File: src/rtl/sh7604_ibus_arb_pkg.sv
// Shared types for the SH7604 internal-bus arbiter.
// Optional fairness token: build with SH7604_IBUS_ARB_FAIR_EN defined.
package sh7604_ibus_arb_pkg;

  localparam int unsigned IBUS_CF_BURST_LEN = 4;

  typedef enum logic [1:0] {
    StIdle   = 2'd0,
    StOwn    = 2'd1,
    StBurst  = 2'd2,
    StLocked = 2'd3
  } IbusArbState_t;

  typedef enum logic [1:0] {
    MstNone = 2'd0,
    MstCpu  = 2'd1,
    MstCf   = 2'd2,
    MstDma  = 2'd3
  } IbusMst_t;

endpackage

File: src/rtl/sh7604_ibus_arb_prio.sv
// Fixed-priority winner select (DMA > CF > CPU) with an optional one-shot CPU fairness token.
// The token is only armed when SH7604_IBUS_ARB_FAIR_EN is defined.
module sh7604_ibus_arb_prio
  import sh7604_ibus_arb_pkg::*;
(
  input  logic     i_clk,
  input  logic     i_rst,
  input  logic     i_ce_r,
  input  logic     i_cpu_req,
  input  logic     i_cf_req,
  input  logic     i_dma_req,
  input  logic     i_dma_done,
  input  logic     i_take,
  output IbusMst_t o_win
);

`ifdef SH7604_IBUS_ARB_FAIR_EN
  localparam bit FairEn = 1'b1;
`else
  localparam bit FairEn = 1'b0;
`endif

  logic r_tok;

  always_comb begin
    o_win = MstNone;
    if (FairEn && r_tok && i_cpu_req) begin
      o_win = MstCpu;
    end else if (i_dma_req) begin
      o_win = MstDma;
    end else if (i_cf_req) begin
      o_win = MstCf;
    end else if (i_cpu_req) begin
      o_win = MstCpu;
    end
  end

  // Token is spent by the first CPU grant after a DMA beat that left the CPU waiting.
  always_ff @(posedge i_clk) begin
    if (i_rst) begin
      r_tok <= 1'b0;
    end else if (i_ce_r) begin
      if (i_take && (o_win == MstCpu)) begin
        r_tok <= 1'b0;
      end else if (FairEn && i_dma_done && i_cpu_req) begin
        r_tok <= 1'b1;
      end
    end
  end

endmodule

File: src/rtl/sh7604_ibus_arb.sv
// SH7604 IBUS arbiter: merges CPU, cache line-fill and DMAC onto the bus state controller.
// Fairness option selected by SH7604_IBUS_ARB_FAIR_EN (see sh7604_ibus_arb_prio).
module sh7604_ibus_arb
  import sh7604_ibus_arb_pkg::*;
#(
  parameter int unsigned BURST_LEN = IBUS_CF_BURST_LEN,
  parameter bit          PARK_CPU  = 1'b1
) (
  input  logic        i_clk,
  input  logic        i_rst,
  input  logic        i_ce_r,
  input  logic        i_ce_f,
  input  logic [31:0] i_cpu_a,
  input  logic [31:0] i_cpu_di,
  input  logic [3:0]  i_cpu_ba,
  input  logic        i_cpu_we,
  input  logic        i_cpu_req,
  input  logic        i_cpu_lock,
  output logic        o_cpu_busy,
  input  logic [31:0] i_cf_a,
  input  logic        i_cf_req,
  output logic        o_cf_busy,
  input  logic [31:0] i_dma_a,
  input  logic [31:0] i_dma_di,
  input  logic [3:0]  i_dma_ba,
  input  logic        i_dma_we,
  input  logic        i_dma_req,
  output logic        o_dma_busy,
  output logic [31:0] o_mst_do,
  output logic [31:0] o_s_a,
  output logic [31:0] o_s_di,
  output logic [3:0]  o_s_ba,
  output logic        o_s_we,
  output logic        o_s_req,
  output logic        o_s_burst,
  output logic        o_s_lock,
  input  logic [31:0] i_s_do,
  input  logic        i_s_busy,
  output logic [1:0]  o_gnt
);

  localparam int unsigned CW      = $clog2(BURST_LEN);
  localparam IbusMst_t    IdleGnt = PARK_CPU ? MstCpu : MstNone;

  IbusArbState_t   r_state, w_state_nxt;
  IbusMst_t        r_gnt, w_gnt_nxt, w_win, w_mst, w_own;
  logic            r_pend, w_pend_nxt;
  logic [CW-1:0]   r_cnt, w_cnt_nxt, w_cnt;
  logic [CW-1:0]   r_beats, w_beats_nxt;
  logic [31:2+CW]  r_cf_hi, w_cf_hi_nxt, w_cf_hi;
  logic            w_idle, w_done, w_own_busy;
  logic            w_unused;

  assign w_idle  = (r_state == StIdle);
  assign w_own   = w_idle ? MstNone : r_gnt;
  // While idle the winner drives the bus combinationally so the request is forwarded this CE_R.
  assign w_mst   = w_idle ? w_win : r_gnt;
  assign w_cnt   = w_idle ? i_cf_a[1+CW:2] : r_cnt;
  assign w_cf_hi = w_idle ? i_cf_a[31:2+CW] : r_cf_hi;
  assign w_done  = o_s_req & ~i_s_busy & r_pend;

  assign w_unused = ^{i_ce_f, i_cf_a[1:0]};

  sh7604_ibus_arb_prio u_prio (
    .i_clk      (i_clk),
    .i_rst      (i_rst),
    .i_ce_r     (i_ce_r),
    .i_cpu_req  (i_cpu_req),
    .i_cf_req   (i_cf_req),
    .i_dma_req  (i_dma_req),
    .i_dma_done (w_done && (w_own == MstDma)),
    .i_take     (w_idle),
    .o_win      (w_win)
  );

  always_comb begin
    o_s_a     = '0;
    o_s_di    = '0;
    o_s_ba    = '0;
    o_s_we    = 1'b0;
    o_s_req   = 1'b0;
    o_s_burst = 1'b0;
    o_s_lock  = 1'b0;
    if (!i_rst) begin
      unique case (w_mst)
        MstCpu: begin
          o_s_a    = i_cpu_a;
          o_s_di   = i_cpu_di;
          o_s_ba   = i_cpu_ba;
          o_s_we   = i_cpu_we;
          o_s_req  = i_cpu_req | r_pend;
          o_s_lock = i_cpu_lock;
        end
        MstCf: begin
          o_s_a     = {w_cf_hi, w_cnt, 2'b00};
          o_s_ba    = 4'hF;
          o_s_req   = (r_state == StBurst) | i_cf_req;
          o_s_burst = 1'b1;
        end
        MstDma: begin
          o_s_a   = i_dma_a;
          o_s_di  = i_dma_di;
          o_s_ba  = i_dma_ba;
          o_s_we  = i_dma_we;
          o_s_req = i_dma_req | r_pend;
        end
        default: ;
      endcase
    end
  end

  assign w_own_busy = i_s_busy | ~r_pend;
  assign o_cpu_busy = (w_own == MstCpu) ? w_own_busy : i_cpu_req;
  assign o_cf_busy  = (w_own == MstCf) ? (i_cf_req & w_own_busy) : i_cf_req;
  assign o_dma_busy = (w_own == MstDma) ? w_own_busy : i_dma_req;
  assign o_mst_do   = i_s_do;
  assign o_gnt      = r_gnt;

  always_comb begin
    w_state_nxt = r_state;
    w_gnt_nxt   = r_gnt;
    w_pend_nxt  = r_pend;
    w_cnt_nxt   = r_cnt;
    w_beats_nxt = r_beats;
    w_cf_hi_nxt = r_cf_hi;
    unique case (r_state)
      StIdle: begin
        if (w_win != MstNone) begin
          w_gnt_nxt   = w_win;
          w_pend_nxt  = 1'b1;
          w_cnt_nxt   = w_cnt;
          w_beats_nxt = '0;
          w_cf_hi_nxt = w_cf_hi;
          if (w_win == MstCf) begin
            w_state_nxt = StBurst;
          end else if ((w_win == MstCpu) && i_cpu_lock) begin
            w_state_nxt = StLocked;
          end else begin
            w_state_nxt = StOwn;
          end
        end
      end
      StOwn: begin
        if (w_done) begin
          w_state_nxt = StIdle;
          w_gnt_nxt   = IdleGnt;
          w_pend_nxt  = 1'b0;
        end
      end
      StBurst: begin
        if (w_done) begin
          w_pend_nxt  = 1'b0;
          w_cnt_nxt   = r_cnt + 1'b1;
          w_beats_nxt = r_beats + 1'b1;
          if (r_beats == CW'(BURST_LEN - 1)) begin
            w_state_nxt = StIdle;
            w_gnt_nxt   = IdleGnt;
          end
        end else if (!r_pend) begin
          w_pend_nxt = 1'b1;
        end
      end
      StLocked: begin
        if (w_done) begin
          w_pend_nxt = 1'b0;
          if (!i_cpu_lock) begin
            w_state_nxt = StIdle;
            w_gnt_nxt   = IdleGnt;
          end
        end else if (!r_pend && o_s_req) begin
          w_pend_nxt = 1'b1;
        end
      end
    endcase
  end

  always_ff @(posedge i_clk) begin
    if (i_rst) begin
      r_state <= StIdle;
      r_gnt   <= IdleGnt;
      r_pend  <= 1'b0;
      r_cnt   <= '0;
      r_beats <= '0;
      r_cf_hi <= '0;
    end else if (i_ce_r) begin
      r_state <= w_state_nxt;
      r_gnt   <= w_gnt_nxt;
      r_pend  <= w_pend_nxt;
      r_cnt   <= w_cnt_nxt;
      r_beats <= w_beats_nxt;
      r_cf_hi <= w_cf_hi_nxt;
    end
  end

endmodule

File: config.mk
export PLATFORM = sky130hd
export DESIGN_NAME = sh7604_ibus_arb
export DESIGN_NICKNAME = d
export VERILOG_FILES = /design/src/rtl/sh7604_ibus_arb_pkg.sv /design/src/rtl/sh7604_ibus_arb_prio.sv /design/src/rtl/sh7604_ibus_arb.sv
export SDC_FILE = /design/constraint.sdc
export NUM_CORES = 1
export LEC_CHECK = 0
export ABC_AREA = 1
export CORE_AREA = 2 2 123 125
export DETAILED_ROUTE_END_ITERATION = 16
export DIE_AREA = 0 0 125 127
export PLACE_DENSITY = 0.78
export SLEW_MARGIN = 20
export SYNTH_ARGS = -nofsm -noshare
export SYNTH_HDL_FRONTEND = slang
export SYNTH_SLANG_ARGS = --single-unit
export TNS_END_PERCENT = 30
File: constraint.sdc
create_clock -name i_clk -period 1.7 [get_ports i_clk]
set_input_delay 0.17 -clock i_clk [delete_from_list [all_inputs] [get_ports i_clk]]
set_output_delay 0.17 -clock i_clk [all_outputs]
set_load 0.01 [all_outputs]
Yosys cells after proc, flatten, opt, wreduce, memory -nomap -nowiden. Index checks and enable logic that the tools add are counted.

Add/sub/neg operators: 2. Equal/unequal tests: 19. Multiplexer cells: 52. Bitwise gates (word level): 9. Reductions and logical operators: 10.

Operator list (count): $pmux 32 s3 (1); $mux 32 (2); $pmux 32 s2 (1); $mux 2 (23); $mux 28 (1); $eq 2x2->1 const B (8); $pmux 2 s4 (2); $mux 1 (15); $pmux 4 s3 (1); $eq 2x1->1 const B (4); $ne 2x2->1 const B (4); $pmux 2 s2 (2); $reduce_and 4->1 (2); $reduce_and 7->1 (1); $add 2x1->2 const B (2); $mux 4 (1); $ne 2x1->1 const B (2); $or 1x1->1 (4); $pmux 1 s4 (1); $reduce_bool 2->1 (2); $and 1x1->1 (3); $ne 3x3->1 const B (1); $pmux 1 s3 (1); $reduce_and 3->1 (1); 5 further kinds (7).

Bits in registers: 37. Output and inout port bits: 109. Word-level logic and storage cells: 98.

Longest topological paths before layout.
Depth in word-level cells: 11. Gate-level depth with buffers: 15. Mapped depth without buffers: 15.

By module. From an unflattened synthesis, not the netlist that was laid out.

Cells, all modules: 657. Area total of the unflattened synthesis: 3559.7 um^2.

Modules (own cells, without submodules): sh7604_ibus_arb (times used 1, cells an instance 652, area an instance 3540.9 um^2, seq. area each 740.7 um^2); sh7604_ibus_arb_prio (times used 1, cells an instance 5, area an instance 18.8 um^2, seq. area each 0.0 um^2).

Least setup slack after synthesis. OpenSTA, ideal clock, no wires.

Kind: flip-flop to output port. Start: reg r_state[1]. End: out o_s_di[10]. Arrival time: 1.669 ns. Slack: -0.139 ns. Cell stages (with the launch flop): 12. Cell sequence: dfxtp_1 -> nor2_2 -> buf_6 -> nand2_4 -> nand2_4 -> inv_4 -> nor2_1 -> buf_4 -> buf_4 -> buf_4 -> nand2_1 -> a21oi_1.

Longest elaborated chain between the ends: 5. Elaborated cells on any way between the ends: 6. Those cells by class: eq/ne (2); mux (3); reduce/logical (1).

RTL lines: from (decl) (line sh7604_ibus_arb.sv:45) `IbusArbState_t r_state, w_state_nxt;`; from (signal assigned) (line sh7604_ibus_arb.sv:179) `r_state <= StIdle;`; from (signal assigned) (line sh7604_ibus_arb.sv:186) `r_state <= w_state_nxt;`; $logic_not 2->1 * (line sh7604_ibus_arb.sv:54) `assign w_idle = (r_state == StIdle);`; $mux 2 * (line sh7604_ibus_arb.sv:57) `assign w_mst = w_idle ? w_win : r_gnt;`; $eq 2x2->1 or $eq 2x1->1 (tied branches) (line sh7604_ibus_arb.sv:85) `unique case (w_mst)`; $pmux 32 s2 * (line sh7604_ibus_arb.sv:85); $mux 32 * (line sh7604_ibus_arb.sv:84) `if (!i_rst) begin`; to (decl) (line sh7604_ibus_arb.sv:31) `output logic [31:0] o_s_di,`.

Every way passes the cells marked *; elsewhere a longest branch is shown, timed or not.

Final worst setup path.
Start: reg r_state[1]. End: out o_s_di[6].

The elaborated chain is that of the path after synthesis.

==> results.tsv <==
metric	value	unit
GRT met1 Usage	0.2337	
Tot Pwr	0.005252	W
first-pass GRT wire length	23320	um
R2R depth	16	
power share of the clock group	0.182	
clk_skew	1.924	ps
design area	7397	um^2
Rel. slew slack	0.7173	
Final Instance Count excl. Fillers	1074	
CTS root buf	clkbuf_16	
Critical path origin	r_state[1]$_SDFFE_PP0P_	
Pins Over Slew Limit	0	
CTS Sinks	37	
failing checks	setup timing	
fraction of power consumed by combinational cells	0.625	
total negative slack	-39230	ps
starting density of the core	0.2417	
Die X	125	um
DR WL/cell	16.26	um
clock slew at reported path FFs	60	ps
post-synthesis cell count	579	
async set-or-reset flop fraction in the synthesized netlist	0	
Synth Area in XOR/XNOR	0	
RSZ-0062 raised after global routing	true	
Adder-Cell Fraction of Synth Area	0.003589	
Crit path required time	1530	ps
Synth Area in Compound Gates	0.3065	
Hold Violations, Final	0	
deepest clock path buffer count	2	
period utilisation layout	1.314	
CTS tree	yes	
mux cell area share after synthesis	0	
1st-iter DRT viols	368	
Seq pwr share	0.193	
Fin Hold WS	318.4	ps
most used routing layer	met2	
Post-synth EDFFs	0	
full die area	15880	um^2
met2 GRT Util	0.2986	
Lkg Pwr	3.371	nW
CTS buffer count	5	
Std-Cell Rows	44	
synthesized net count	791	
Tightest Pin Transition	424.0	ps
Net count, final	1101	
Max-Cap Viols	0	
CORE AREA	14420	um^2
IO Port Bufs	252	
largest net degree at the start of global routing	57	
Worst Hold End	o_gnt[0]$_SDFFE_PP1P_	
worst setup margin	-534.5	ps
Max VDD drop	428.0	uV
drt pass-1 iters	5	
Max Freq	0.4475	GHz
Placed Instance Area	6690	um^2
Cell Area, Synth	3486	um^2
status	finished, violations left	
# IOs	320	
routed vias	5169	
switching power	0.001971	W
Pint	0.003281	W
fin crit period	2234	ps
initial antenna violation count	0	
H-tree depth	2	
layout cells sized above 1	0.3730	
Yosys reg bits	37	
CP max FO	5	
largest family of logic cells by synthesized area	compound AO/OA/AOI/OAI gates	
DRC Markers	0	
n_diodes	0	
min-delay src	i_rst	
M3 GR Usage	0.02931	
Routed WL	17470	um
Unique masters post-synth	29	
Setup-failing EPs final	112	
gr ovfl total	0	
Placer Congestion	0.8392	
Ys Warns	0	
syn avg cell area	6.020	um^2
Area Overhead vs Synth	112.2	%
RR Startpoint	r_state[1]$_SDFFE_PP0P_	
Placed Cells	1037	
WP data arrival	2060	ps
Simple-Gate Fraction of Synth Area	0.2807	
Sw Share	0.3753	
hold depth	3	
Min-Delay Path Class	in -> reg	
die height	127	um
Pwr per Cell Area	710.0	nW/um^2
Main synth FF type	dfxtp_1	
Seq/Total Area, Yosys	0.2125	
Worst setup EP type	output pin	
hpwl dp	11140	um
Worst-Skew Late Latency	270	ps
critical path class	reg -> out	
vias in the first global route	4648	
post-DR vias/cell	4.813	
remaining antenna violation count	0	
register-to-register setup slack	-450	ps
reg-to-reg endpoint	o_gnt[0]$_SDFFE_PP1P_	
gr usage total	0.1746	
nature of the critical path startpoint	flop	
synthesized netlist by cell type, types with 6 or more instances:
library cell | count | area [um^2]
nand3_1 | 12 | 60.06
a21oi_1 | 72 | 360.4
o21ai_0 | 33 | 165.2
buf_2 | 6 | 30.03
nand2_1 | 205 | 769.5
dfxtp_1 | 37 | 740.7
inv_1 | 50 | 187.7
nor2_1 | 11 | 41.29
a221o_1 | 28 | 280.3
a31oi_1 | 29 | 181.4
buf_4 | 44 | 330.3
clkbuf_1 | 19 | 71.32
metal layers:
layer	vias up	part of all wire
met4	0	0.010
met2	210	0.49
li1	2541	-
met1	2398	0.44
met5	-	0
met3	20	0.060
cell usage in the layout (no fill, tap or decap), drive strengths merged, types with 3 or more instances in the layout:
master and n:
nand4 3, o21ai 34, o221a 4, a31oi 29
nor2 14, clkinv 5, clkbuf 13, a21oi 73
clkdlybuf4s50 174, nand2 210, nand3 13, inv 52
buf 191, dfxtp 37, a221o 28
critical path, cell delays in order (launching register included):
cell     delay [ps]
dfxtp_4         360
nor2_4          160
buf_6           140
nand2_4          50
nand2_4         110
inv_6            60
nor2_4          140
buf_6           160
buf_6           120
buf_16          110
nand2_2          50
a21oi_2         160
buf_2           160
worst max-delay path by stage:
stage	endpoint	slack (ps)	cells past startpoint
CTS	o_s_a[8]	-540	11
floorplan	o_s_di[10]	-30	11
global route	o_s_a[10]	-640	12
detailed placement	o_s_a[9]	-860	12
finish	o_s_di[6]	-530	12
global placement	o_s_a[9]	-820	12
registers in the layout, summed over array words and instances (netlist names):
name / cells
r_state: 2
o_gnt: 2
r_pend: 1
r_cnt: 2
r_cf_hi: 28
r_beats: 2
layout make-up:
cell class / instances / area, um^2
Clock inverter: 2 / 13.76
Sequential cell: 37 / 745.7
Timing Repair Buffer: 376 / 3555
Tap cell: 184 / 230.2
Inverter: 55 / 234.0
Multi-Input combinational cell: 414 / 2480
Fill cell: 1396 / 7027
Clock buffer: 6 / 138.9
power groups by stage:
stage / logic (W) / registers, W / clock network (W)
4_1_cts: 0.00270 / 0.00101 / 0.000987
6_report: 0.00328 / 0.00101 / 0.000956
3_3_place_gp: 0.00262 / 0.00102 / 0
2_1_floorplan: 0.00135 / 0.00102 / 0
3_5_place_dp: 0.00266 / 0.00103 / 0
5_1_grt: 0.00351 / 0.00103 / 0.00102
kinds of logic after synthesis:
| kind of cell | Yosys count |
|---|---|
| simple gates | 242 |
| buf+inv | 128 |
| fa+ha+maj | 1 |
| compound gates | 171 |
| flops | 37 |
through the flow:
stage / worst slack (ps) / utilization
6_report: -534.5 / 0.5128
5_1_grt: -637.3 / 0.5128
4_1_cts: -538.1 / 0.4742
3_5_place_dp: -861.6 / 0.4638
3_3_place_gp: -821.4 / 0.4638
2_1_floorplan: -27.15 / -
repair_timing:
item | in CTS | in global routing
pin swaps | 14 | 34
endpoints found under the setup margin | 84 | 112
cloned | 3 | 10
resized for setup | 307 | 140
setup buffers | 7 | 11
hold buffers | 0 | 0
No activity file was read; power rests on OpenSTA's default activity.
